`src/rtl/id_ex_stage.sv`:
```
// ID/EX pipeline register for an RV32I in-order core: operand capture with writeback
// bypass, immediate generation, load-use bubble insertion, and flush/backpressure control.
module id_ex_stage (
    input  logic        clk,
    input  logic        reset_n,
    input  logic        id_valid,
    input  logic [31:0] id_instr,
    input  logic [31:0] id_pc,
    output logic [4:0]  rs1_addr,
    output logic [4:0]  rs2_addr,
    input  logic [31:0] rs1_data,
    input  logic [31:0] rs2_data,
    input  logic        wb_regwrite,
    input  logic [4:0]  wb_rd,
    input  logic [31:0] wb_data,
    input  logic        ex_ready,
    input  logic        flush,
    output logic        id_stall,
    output logic        ex_valid,
    output logic [31:0] ex_pc,
    output logic [31:0] ex_op_a,
    output logic [31:0] ex_op_b,
    output logic [31:0] ex_imm,
    output logic [4:0]  ex_rd,
    output logic [4:0]  ex_rs1,
    output logic [4:0]  ex_rs2,
    output logic [6:0]  ex_opcode,
    output logic [2:0]  ex_funct3,
    output logic        ex_funct7b5,
    output logic        ex_memread
);

    localparam logic [6:0] OPC_LOAD   = 7'b0000011;
    localparam logic [6:0] OPC_OPIMM  = 7'b0010011;
    localparam logic [6:0] OPC_AUIPC  = 7'b0010111;
    localparam logic [6:0] OPC_STORE  = 7'b0100011;
    localparam logic [6:0] OPC_OP     = 7'b0110011;
    localparam logic [6:0] OPC_LUI    = 7'b0110111;
    localparam logic [6:0] OPC_BRANCH = 7'b1100011;
    localparam logic [6:0] OPC_JALR   = 7'b1100111;
    localparam logic [6:0] OPC_JAL    = 7'b1101111;

    function automatic logic [31:0] imm_gen(input logic [31:0] i);
        logic [31:0] imm;
        imm = '0;
        case (i[6:0])
            OPC_LOAD, OPC_OPIMM, OPC_JALR:
                imm = {{20{i[31]}}, i[31:20]};
            OPC_STORE:
                imm = {{20{i[31]}}, i[31:25], i[11:7]};
            OPC_BRANCH:
                imm = {{19{i[31]}}, i[31], i[7], i[30:25], i[11:8], 1'b0};
            OPC_LUI, OPC_AUIPC:
                imm = {i[31:12], 12'b0};
            OPC_JAL:
                imm = {{11{i[31]}}, i[31], i[19:12], i[20], i[30:21], 1'b0};
            default:
                imm = '0;
        endcase
        return imm;
    endfunction

    // x0 reads as zero; a same-cycle writeback to the source wins over the stale RF data.
    function automatic logic [31:0] bypass(input logic [4:0] addr, input logic [31:0] rf_data,
                                           input logic we, input logic [4:0] wa,
                                           input logic [31:0] wd);
        logic [31:0] val;
        if (addr == 5'd0)
            val = '0;
        else if (we && (wa == addr))
            val = wd;
        else
            val = rf_data;
        return val;
    endfunction

    logic [6:0]  opcode;
    logic        uses_rs1;
    logic        uses_rs2;
    logic        hazard;
    logic [31:0] op_a;
    logic [31:0] op_b;

    assign opcode   = id_instr[6:0];
    assign rs1_addr = id_instr[19:15];
    assign rs2_addr = id_instr[24:20];

    assign uses_rs1 = !((opcode == OPC_LUI) || (opcode == OPC_AUIPC) || (opcode == OPC_JAL));
    assign uses_rs2 = (opcode == OPC_OP) || (opcode == OPC_STORE) || (opcode == OPC_BRANCH);

    assign hazard = ex_valid && ex_memread && (ex_rd != 5'd0) && id_valid &&
                    ((uses_rs1 && (rs1_addr == ex_rd)) || (uses_rs2 && (rs2_addr == ex_rd)));

    assign id_stall = !flush && (hazard || !ex_ready);

    assign op_a = bypass(rs1_addr, rs1_data, wb_regwrite, wb_rd, wb_data);
    assign op_b = bypass(rs2_addr, rs2_data, wb_regwrite, wb_rd, wb_data);

    // ID -> EX register; a bubble or flush only clears valid, the payload holds.
    always_ff @(posedge clk or negedge reset_n) begin
        if (!reset_n) begin
            ex_valid    <= 1'b0;
            ex_pc       <= '0;
            ex_op_a     <= '0;
            ex_op_b     <= '0;
            ex_imm      <= '0;
            ex_rd       <= '0;
            ex_rs1      <= '0;
            ex_rs2      <= '0;
            ex_opcode   <= '0;
            ex_funct3   <= '0;
            ex_funct7b5 <= 1'b0;
            ex_memread  <= 1'b0;
        end else if (flush) begin
            ex_valid <= 1'b0;
        end else if (!ex_ready) begin
            ex_valid <= ex_valid;
        end else if (hazard) begin
            ex_valid <= 1'b0;
        end else begin
            ex_valid    <= id_valid;
            ex_pc       <= id_pc;
            ex_op_a     <= op_a;
            ex_op_b     <= op_b;
            ex_imm      <= imm_gen(id_instr);
            ex_rd       <= id_instr[11:7];
            ex_rs1      <= rs1_addr;
            ex_rs2      <= rs2_addr;
            ex_opcode   <= opcode;
            ex_funct3   <= id_instr[14:12];
            ex_funct7b5 <= id_instr[30];
            ex_memread  <= (opcode == OPC_LOAD);
        end
    end

endmodule

```
`config.mk`:
```
export PLATFORM = sky130hd
export DESIGN_NAME = id_ex_stage
export DESIGN_NICKNAME = d
export VERILOG_FILES = /design/src/rtl/id_ex_stage.sv
export SDC_FILE = /design/constraint.sdc
export NUM_CORES = 1
export LEC_CHECK = 0
export BUFFER_PORTS_ARGS = -buffer_cell sky130_fd_sc_hd__buf_2
export CAP_MARGIN = 0
export CORE_MARGIN = 2
export CORE_UTILIZATION = 43
export DETAILED_ROUTE_END_ITERATION = 8
export HOLD_SLACK_MARGIN = 0.08
export MAX_ROUTING_LAYER = met4
export PLACE_DENSITY_LB_ADDON = 0.15
export SETUP_SLACK_MARGIN = 0.05
export SYNTH_ARGS = -nofsm -noshare
export SYNTH_HDL_FRONTEND = slang
export SYNTH_SLANG_ARGS = --single-unit
```
`constraint.sdc`:
```
create_clock -name clk -period 2.9 [get_ports clk]
set_input_delay 0.58 -clock clk [delete_from_list [all_inputs] [get_ports clk]]
set_output_delay 0.58 -clock clk [all_outputs]
set_load 0.01 [all_outputs]
```
==> metrics list <==
* Cell type with the highest aggregate area in the netlist: dfrtp_1
* Vert. Die Dim: roughly 140 um
* Count of distinct cell types in the synthesized netlist: 37
* Fin crit share: 92.85%
- Once detailed placement completed, the half-perimeter wirelength came to 17,680 um.
* Worst-Margin Slew: slightly above 600 ps
- The worst setup path is of the flop to flop kind.
- Grt total ovfl: 0
- The worst path needs 2693 ps of the cycle, external delays included.
* Detailed-router iteration count before antenna repair: 4
- The clock drives about 160 sinks.
- Number of max-capacitance violations reported: 0
* Detailed-route DRC error count: 0
- Run status: finished clean
* Final-report max-slew violation count: 0
- Cell chain of the critical path: or4_1 > o2111ai_2 > nor3_2 > nor4b_4 > buf_4 > buf_6 > mux2_4
- Using the TritonRoute via totals, the vias-per-cell ratio works out to about 5.2.
- Summed over all cells, the static leakage comes to between 5 and 6 nW.
- Number of CTS-inserted buffers: 17
- At the end of the flow, the number of nets in the layout was about 1,200.
* Number of filler cells placed in the layout: 1,753
* Worst-skew pair later-pin latency: between 400 and 500 ps
- Setup repair after global routing left no endpoint under its margin.
- Clock-pin slew was measured on the worst setup and hold paths at approximately 70 ps.
* Clock tree root driver cell: clkbuf_16
- Number of violations reported at the end of detailed-routing iteration 0: about 340
* Part of the Yosys area used for sequential elements: a little under half
* Die boundary width: 143.7 um
* Die area: about 0.021 mm2
* Net count after synthesis: between 800 and 900
- Worst Setup End Kind: flop
- The region available for standard cell placement spans between 0.015 and 0.02 mm2.
- Flip-flop and latch count after synthesis: 156
- Routability congestion estimate from global placement: between 0.8 and 0.9
- The top cell type by area accounts for 46.52% of the synthesized area.
* Number of standard cells after synthesis: 703
* Synthesized cell area: between 0.008 and 0.009 mm2
- The first global-routing pass estimated 37,050 um of wire.
- Power comes to 6.225 mW.
- The final route contains approximately 6,800 vias.
- Layout cell share with drive strength beyond 1: between 50% and 60%
- Tightest Hold Check Type: primary input to flop
* WL final: 24,960 um
* Htree depth: 4
- Via count of the first global-routing pass: between 6,000 and 7,000
- Crit path launch type: flop
- The detail route stage leaves a number of antenna-violating nets equal to 0.
- Initial Utilization: between 40% and 50%
- Largest fanout of any net on the critical path: 31
* Endpoints failing setup: 0
* Final Hold Violating Endpoints: 0
- Buffers from clock root to sink, at most: 2
- Dividing total power by cell area gives a power density of 576.7 mW/mm2.
- Entering global routing, the biggest net connects 68 pins.
* Worst path slowest cell: or4_1
- Cell class contributing the biggest share of worst-path delay: simple AND/OR/NAND/NOR gates
- Crit path required time: around 3200 ps
- Maximum frequency from static timing analysis: between 0.3 and 0.4 GHz
* Worst hold slack: ~380 ps
* Worst Clk Skew: between 9 and 10 ps
* Maximum cell stage delay along the critical path: about 530 ps
* Routed wirelength normalized by instance count: roughly 19 um
- The critical path contains buffers and inverters numbering 2 combined.
- IR analysis of the VDD net gives a maximum drop of about 0.41 mV.
- After floorplanning, the core was divided into 51 placement rows.
- Sorting the synthesized cells by area gives the leading types as dfrtp_1 47%, mux2_4 22%, a21oi_1 5.1%.
- Avg Synthesized Cell Area: 11.94 um2
* Synth-to-layout area growth: 28.63%
- In this run the tightest slew margin relative to its limit is 58.28%.
* Synthesis Warnings: 0
* Antenna violations before repair: 2
* CTS tree: done
* Critical path arrival: ~3000 ps
* Overall fraction of global-route tracks in use: about a quarter
- For this design the top-level I/O count stands at approximately 340.
- Input and output buffers added on the ports amount to 337.
## per-layer routing
| layer | share of wire (%) | track usage [%] | vias up |
|---|---|---|---|
| li1 | - | - | 3137 |
| met1 | 43 | 32.10 | 3273 |
| met2 | 46 | 36.22 | 330 |
| met3 | 7.6 | 5.265 | 47 |
| met4 | 2.9 | 10.01 | 0 |
| met5 | 0 | - | - |
## synthesized netlist by cell type, drive strengths merged
cell type and number:
or3 1, nand4b 3, mux2i 26, a32o 1, and4 2, o21a 1
nor4b 1, a211oi 2, nor4 1, mux2 129, or3b 1, clkbuf 39
or4 3, nor2 9, o32a 1, o2111ai 1, and2 3, nor2b 1
a32oi 1, dfrtp 156, a22o 4, a21oi 87, buf 27, nand2 13
inv 29, nor3 1, a21boi 1, and3b 1, o21ai 68, xnor2 20
nand4 4, nand3 66
## cell families (layout without fill, tap and decap cells)
| group | Yosys count | in the layout | share of synthesized area, % |
|---|---|---|---|
| simple gates | 110 | 110 | 7.082 |
| flops | 156 | 156 | 46.52 |
| xor+xnor | 20 | 20 | 2.087 |
| mux | 155 | 155 | 25.96 |
| compound gates | 167 | 167 | 10.68 |
| other cells | 0 | 2 | 0 |
| buf+inv | 95 | 435 | 7.678 |
## sequential cells by signal, summed over array words and instances (netlist names)
signal	flops
ex_imm	32
ex_op_a	32
ex_op_b	32
ex_pc	32
ex_opcode	7
ex_rd	5
ex_rs1	5
ex_rs2	5
ex_funct3	3
ex_funct7b5	1
ex_memread	1
ex_valid	1
## power breakdown
| part | internal, mW | switching [mW] |
|---|---|---|
| sequential | 2.46 | 0.169 |
| clock | 1.14 | 0.984 |
| combinational | 0.777 | 0.701 |
## path summary, 6_finish.rpt
kind	from	to	slack, ps	depth (start not counted)
max	ex_rd[1]	ex_rs2[3]	210	7
min	id_pc[18]	ex_pc[18]	380	2
max reg2reg	ex_rd[1]	ex_rs2[3]	210	7
min reg2reg	ex_op_b[11]	ex_op_b[11]	500	1
max in group asynchronous	reset_n	ex_imm[6]	1590	3
min in group asynchronous	reset_n	ex_op_b[5]	590	2
## placed cells by master, fill, tap and decap left out, types with 2 or more instances in the layout
cell / netlist / routed
a211oi_1: 2 / 2
a21oi_1: 86 / 86
a22o_1: 4 / 4
and2_1: 2 / 2
and4_1: 2 / 2
buf_12: 14 / 3
buf_2: 0 / 336
buf_4: 10 / 31
buf_6: 3 / 2
clkbuf_16: 0 / 18
clkinv_2: 0 / 3
clkinv_4: 0 / 3
clkinvlp_4: 0 / 2
dfrtp_1: 156 / 156
diode_2: 0 / 2
inv_1: 29 / 29
inv_6: 0 / 5
mux2_2: 5 / 5
mux2_4: 124 / 124
mux2i_1: 26 / 26
nand2_1: 13 / 13
nand3_1: 66 / 66
nand4_1: 4 / 4
nand4b_1: 3 / 3
nor2_1: 9 / 7
nor2_2: 0 / 2
o21ai_0: 68 / 68
or4_1: 3 / 3
xnor2_1: 20 / 20
## metrics by stage
stage	util (%)	setup TNS, ps	instance area [um2]	cells	setup slack, ps
floorplan	-	0	8392	703	380.2
finish	55.83	0	10790	1310	207.3
global route	55.83	0	10790	1310	99.73
CTS	55.57	0	10740	1305	118.5
global placement	52.67	-37.43	10180	1272	-8.302
detailed placement	52.67	-665.0	10180	1272	-57.93
## cell type report
class | instances | area, um2 | area share, %
clock inverter | 14 | 111.4 | 1.032
multi-input combinational | 452 | 3862 | 35.78
antenna | 2 | 5.005 | 0.04637
inverter | 29 | 108.9 | 1.008
sequential | 156 | 3904 | 36.17
tap | 265 | 331.6 | 3.072
clock buffer | 18 | 439.2 | 4.069
timing repair buffer | 374 | 2032 | 18.82
## what timing repair did
action / in CTS / in global routing
setup endpoints to repair: 0 / 37
endpoints found under the hold margin: 27 / 0
buffers inserted: 0 / 2
gates resized for setup: 0 / 3
hold buffers: 1 / 0
(Power assumes the default switching activity.)
